File: config.mk
export PLATFORM = sky130hd
export DESIGN_NAME = fetch_ctrl
export DESIGN_NICKNAME = d
export VERILOG_FILES = /design/src/rtl/fetch_ctrl.sv
export SDC_FILE = /design/constraint.sdc
export NUM_CORES = 1
export LEC_CHECK = 0
export CAP_MARGIN = 20
export CORE_MARGIN = 1.5
export CORE_UTILIZATION = 51
export CTS_CLUSTER_DIAMETER = 150
export DETAILED_ROUTE_END_ITERATION = 8
export GPL_ROUTABILITY_DRIVEN = 0
export PLACE_DENSITY = 0.87
export SYNTH_ARGS = -nofsm -noshare
export SYNTH_HDL_FRONTEND = slang
export SYNTH_SLANG_ARGS = --single-unit
File: constraint.sdc
create_clock -name clk -period 2.57 [get_ports clk]
set_clock_uncertainty 0.15 [all_clocks]
set_input_delay 0.514 -clock clk [delete_from_list [all_inputs] [get_ports clk]]
set_output_delay 0.514 -clock clk [all_outputs]
set_load 0.01 [all_outputs]
File: src/rtl/fetch_ctrl.sv
// rtl/fetch_ctrl.sv - instruction fetch sequencer with 2-entry buffer, redirect, pause and fault
module fetch_ctrl #(
    parameter logic [15:0] RESET_PC  = 16'd0,
    parameter logic [15:0] PC_STEP   = 16'd2,
    parameter logic [15:0] MEM_WORDS = 16'd20
) (
    input  logic        clk,
    input  logic        reset,
    output logic [15:0] imem_addr,
    input  logic [15:0] imem_rdata,
    output logic [15:0] instr_out,
    output logic [15:0] instr_pc,
    output logic        instr_valid,
    input  logic        instr_ready,
    input  logic        redirect_valid,
    input  logic [15:0] redirect_target,
    input  logic        halt_req,
    output logic        fetch_fault
);

    typedef enum logic [1:0] {
        S_IDLE  = 2'd0,
        S_RUN   = 2'd1,
        S_PAUSE = 2'd2,
        S_FAULT = 2'd3
    } state_t;

    state_t      state;
    logic [15:0] pc;
    logic [15:0] ifpc;
    logic        inflight;

    logic [15:0] buf_instr [2];
    logic [15:0] buf_pc    [2];
    logic        head;
    logic [1:0]  count;

    logic        pop;
    logic        redirect;
    logic        pc_legal;
    logic [1:0]  occupancy;
    logic        has_room;
    logic        issue;
    logic        fault_hit;
    logic        push;
    logic        tail;

    // Redirects are ignored only during the single IDLE cycle after reset.
    assign pop       = instr_valid & instr_ready;
    assign redirect  = redirect_valid & (state != S_IDLE);
    assign pc_legal  = pc < MEM_WORDS;
    // Slots that will be committed after this cycle: buffered + arriving - leaving.
    assign occupancy = count + {1'b0, inflight} - {1'b0, pop};
    assign has_room  = occupancy < 2'd2;
    assign issue     = (state == S_RUN) & !redirect & pc_legal & has_room;
    assign fault_hit = (state == S_RUN) & !redirect & !pc_legal & has_room;
    // A word in flight during a redirect belongs to the old path and is dropped.
    assign push      = inflight & !redirect;
    // Tail slot is head + count modulo 2; with count==2 only a push-with-pop reaches here.
    assign tail      = head ^ count[0];

    assign imem_addr   = pc;
    assign instr_valid = (count != 2'd0);
    assign instr_out   = buf_instr[head];
    assign instr_pc    = buf_pc[head];

    // Control FSM, program counter and in-flight tracking.
    always_ff @(posedge clk) begin
        if (reset) begin
            state       <= S_IDLE;
            pc          <= RESET_PC;
            ifpc        <= RESET_PC;
            inflight    <= 1'b0;
            fetch_fault <= 1'b0;
        end else if (redirect) begin
            pc          <= redirect_target & 16'hFFFE;
            inflight    <= 1'b0;
            fetch_fault <= 1'b0;
            state       <= halt_req ? S_PAUSE : S_RUN;
        end else begin
            inflight <= issue;
            if (issue) begin
                ifpc <= pc;
                pc   <= pc + PC_STEP;
            end
            case (state)
                S_IDLE:  state <= S_RUN;
                S_RUN: begin
                    if (halt_req) begin
                        state <= S_PAUSE;
                    end else if (fault_hit) begin
                        state       <= S_FAULT;
                        fetch_fault <= 1'b1;
                    end
                end
                S_PAUSE: begin
                    if (!halt_req) state <= S_RUN;
                end
                S_FAULT: state <= S_FAULT;
                default: state <= S_IDLE;
            endcase
        end
    end

    // Two-entry instruction buffer; capture and pop may happen in the same cycle.
    always_ff @(posedge clk) begin
        if (reset) begin
            head         <= 1'b0;
            count        <= 2'd0;
            buf_instr[0] <= 16'd0;
            buf_instr[1] <= 16'd0;
            buf_pc[0]    <= 16'd0;
            buf_pc[1]    <= 16'd0;
        end else if (redirect) begin
            head  <= 1'b0;
            count <= 2'd0;
        end else begin
            if (push) begin
                buf_instr[tail] <= imem_rdata;
                buf_pc[tail]    <= ifpc;
            end
            if (pop) head <= ~head;
            count <= count + {1'b0, push} - {1'b0, pop};
        end
    end

    // The issue rule reserves a slot for every fetch, so a push into a full buffer is a design bug.
    always_ff @(posedge clk) begin
        if (!reset) begin
            assert (!(push && !pop && count == 2'd2));
        end
    end

endmodule
==> key figures <==
Clock tree
  • Worst-Skew Late Latency: 0.36 ns
  • Clk slew on worst S/H paths: 0.10 ns
  • Clk buf depth: 2
  • TritonCTS Sinks: 100
  • Cts bufs inserted: 9
  • Root buffer cell: clkbuf_8
  • TritonCTS clock tree: built
  • Htree depth: 3
  • Postcts setup bufs: 0

Worst setup path
  • Top cell family by delay on the critical path: buffers and inverters
  • Worst reg2reg path endpoint: imem_addr[1]$_SDFFE_PP0P_
  • CP Data Arrival Time: 1.81 ns
  • Worst r2r src: count[1]$_SDFF_PP0_
  • Slowest CP cell: clkdlybuf4s50_1
  • Crit path cell chain: clkbuf_16, mux2_2, clkdlybuf4s50_1
  • Startpoint types: register
  • Buf/Inv on CP: 2
  • Crit. End Element: output port
  • Data required, critical path: 1.91 ns
  • Critical Path Stages: 3
  • CP Max Fanout: 15
  • Critical path class: register to output port
  • Register-to-register setup slack: 0.16 ns
  • Delay of the slowest critical-path stage: 0.49 ns
  • R2R cell count: 7

Timing
  • Worst relative slew slack: 65.7%
  • TNS Setup: 0 ns
  • Min Tclk post-route: 2.47 ns
  • Worst Tran Pin Value: 0.509 ns
  • Crit share post-route: 96.2%
  • Slew Limit Fails: 0
  • Max Freq: 405 MHz
  • Final setup vio count: 0
  • Fin. Hold Viols: 0
  • RSZ-0062 raised after global routing: no

Synthesis
  • Proportion of synthesized area in mux cells: 8.17%
  • Syn_area_per_cell: 12.4 sq um
  • Synth Area in Adders: 1.17%
  • YS warnings: 0
  • Mapped Cells: 344
  • Distinct cells, synth: 43
  • Post-Synth XOR/XNOR Area: 1.99%
  • Area contributors post-synth: edfxtp_1 (44%), dfxtp_1 (18%), and2_1 (11%), mux2_2 (8.2%), nand2_1 (2.3%)
  • Largest family of logic cells by synthesized area: simple AND/OR/NAND/NOR gates
  • Register area share after synthesis: 61.4%
  • Area leader, netlist: edfxtp_1
  • FF+latch count, synth: 100
  • Compound-gate portion of the synthesized area: 5.77%
  • Simple-Gate Fraction of Synth Area: 18.5%
  • Mapped Area: 0.00427 sq mm
  • Post-synth top area share: 43.6%

Detailed routing
  • Post-DR wirelength/cell: 15.4 um
  • Detailed-route DRC error count: 0
  • Number of nets with antenna violations after routing: 0
  • Drt pass-1 iters: 4
  • Total number of vias: 2870
  • DR vias/cell: 5.24
  • Initial DRC Count: 92
  • DRT Wirelength: 8.44 mm

Cells and area
  • FF+latch area: 0.00262 sq mm
  • Layout fillers: 577
  • Multi-input logic area: 0.00154 sq mm
  • Area growth, synth to finish: 29.7%
  • Finished Layout Cells: 548
  • Nets: 479
  • Final Cell Area: 0.00554 sq mm
  • Most frequent cells in the layout: clkdlybuf4s50_1 (83), and2_1 (75), edfxtp_1 (62)
  • # diodes: 0
  • Share of layout cells above drive strength 1: 18.1%
  • Commonest non-fill, non-tap cell in the layout: clkdlybuf4s50_1

Power and ir drop
  • Reg power frac: 57.5%
  • Lkg Pwr: 2.05 nW
  • Gate power share: 12.6%
  • Pwr Density: 562 mW/mm^2
  • P_int: 2.33 mW
  • Switching pwr: 779 uW
  • Switching share of power: 25.1%
  • Peak VDD IR: 280 uV
  • Clock share of power: 29.9%

Floorplan
  • Ports: 87
  • Die H: 94.5 um
  • Placement row count: 33
  • Area of the core: 0.00818 sq mm
  • Die area: 0.00893 sq mm
  • Die Span X: 94.5 um
  • Initial Utilization: 52.2%

Hold path
  • Tightest Hold Check Type: register to register
  • Hold Crit Start: ifpc[5]$_SDFFE_PP0P_
  • Hold path cells: 1
  • Worst Hold Endpoint: ifpc[5]$_SDFFE_PP0P_

Global routing
  • Vias in the first global route: 2810
  • Initial antenna violation count: 0
  • Global-route wire length before repair: 13.2 mm
  • Largest net degree at the start of global routing: 32
  • Total GRT Usage: 19.3%
  • Grt ovf: 0

Placed design
  • DP Area: 0.00532 sq mm
  • DP Wirelength: 5.54 mm
  • Placed Instances: 531
  • I/O Buffers: 83

Flow run
  • Max-cap violations: 0

Run status
  • Status: completed
[sequential cells by signal, summed over array words and instances, names as in the netlist, named ones only]
| name | count |
|---|---|
| fetch_fault | 1 |
| imem_addr | 15 |
| ifpc | 15 |
| head | 1 |
| buf_pc | 30 |
| buf_instr | 32 |
| state | 2 |
| inflight | 1 |
| count | 2 |
[cell families (layout without fill, tap and decap cells)]
group / after synthesis / after routing
adder cells (fa/ha/maj): 4 / 4
AND/OR/NAND/NOR: 139 / 139
XOR/XNOR: 8 / 8
other: 1 / 2
flip-flops: 100 / 100
multiplexers: 31 / 31
buffers and inverters: 25 / 123
AO/OA/AOI/OAI: 36 / 36
[worst register-to-register path: stages (launching register included)]
cell and delay, ns:
dfxtp_1 0.32, or2_2 0.29, and2_1 0.19, ha_1 0.27, nor2b_1 0.23, xor2_2 0.19, or4_1 0.53, a31oi_1 0.16
[synthesized netlist by cell type (all sizes together)]
cell,number
a21oi,16
a311oi,2
a31oi,4
a41oi,1
and2,75
and2b,1
and3,1
and4,1
buf,16
clkbuf,7
conb,1
dfxtp,38
edfxtp,62
ha,4
inv,2
mux2,31
nand2,26
nand2b,3
nand3,1
nand4,8
nor2,9
nor2b,3
nor3,2
nor3b,1
nor4,4
o21a,1
o21ai,3
o311ai,3
o31ai,5
o41a,1
or2,3
or4,1
xnor2,4
xor2,4
[metal layers]
layer  track usage (%)  routed length [um]
met1              24.4                3610
met2              32.0                4170
met3              4.67                 541
met4              7.71                 107
met5                 0                   0
[power by group through the flow]
stage	Clock [mW]	Combinational [mW]	Sequential, mW
after global placement	0	0.379	1.82
final	0.929	0.393	1.79
after global routing	1.03	0.425	1.80
after detailed placement	0	0.390	1.82
after CTS	0.950	0.392	1.79
after floorplan	0	0.184	1.82
[what timing repair did]
| action | 4_1_cts | 5_1_grt |
|---|---|---|
| gates resized for setup | 0 | 2 |
| endpoints found under the setup margin | 0 | 7 |
| hold buffers | 0 | 0 |
[final cells by class]
type                    count  area share, %
inverters                   2          0.136
multi-input cells         220           27.9
clock inverters             7           1.04
clock buffers               9           2.24
well taps                 105           2.37
repair buffers            105           19.0
flip-flops and latches    100           47.4
[metrics by stage]
stage | hold WS (ns) | util, % | total power [mW] | setup slack (ns)
after floorplan | 0.285 | - | 2.01 | 0.158
after global placement | 0.298 | 65.1 | 2.20 | -0.113
after detailed placement | 0.305 | 65.1 | 2.21 | -0.184
after CTS | 0.331 | 67.3 | 3.13 | 0.0598
after global routing | 0.350 | 67.8 | 3.25 | 0.0191
final | 0.326 | 67.8 | 3.11 | 0.0987
[how the worst max path moves through the flow]
stage                                   start                   endpoint  slack (ns)
after detailed placement          instr_ready  imem_addr[2]$_SDFFE_PP0P_       -0.18
final                                register               instr_out[0]         0.1
after floorplan           count[1]$_SDFF_PP0_  imem_addr[3]$_SDFFE_PP0P_        0.16
after global routing                 register               instr_out[2]        0.02
after global placement            instr_ready  imem_addr[2]$_SDFFE_PP0P_       -0.11
after CTS                            register               instr_pc[15]        0.06
Power figures use the tool's default switching activity.
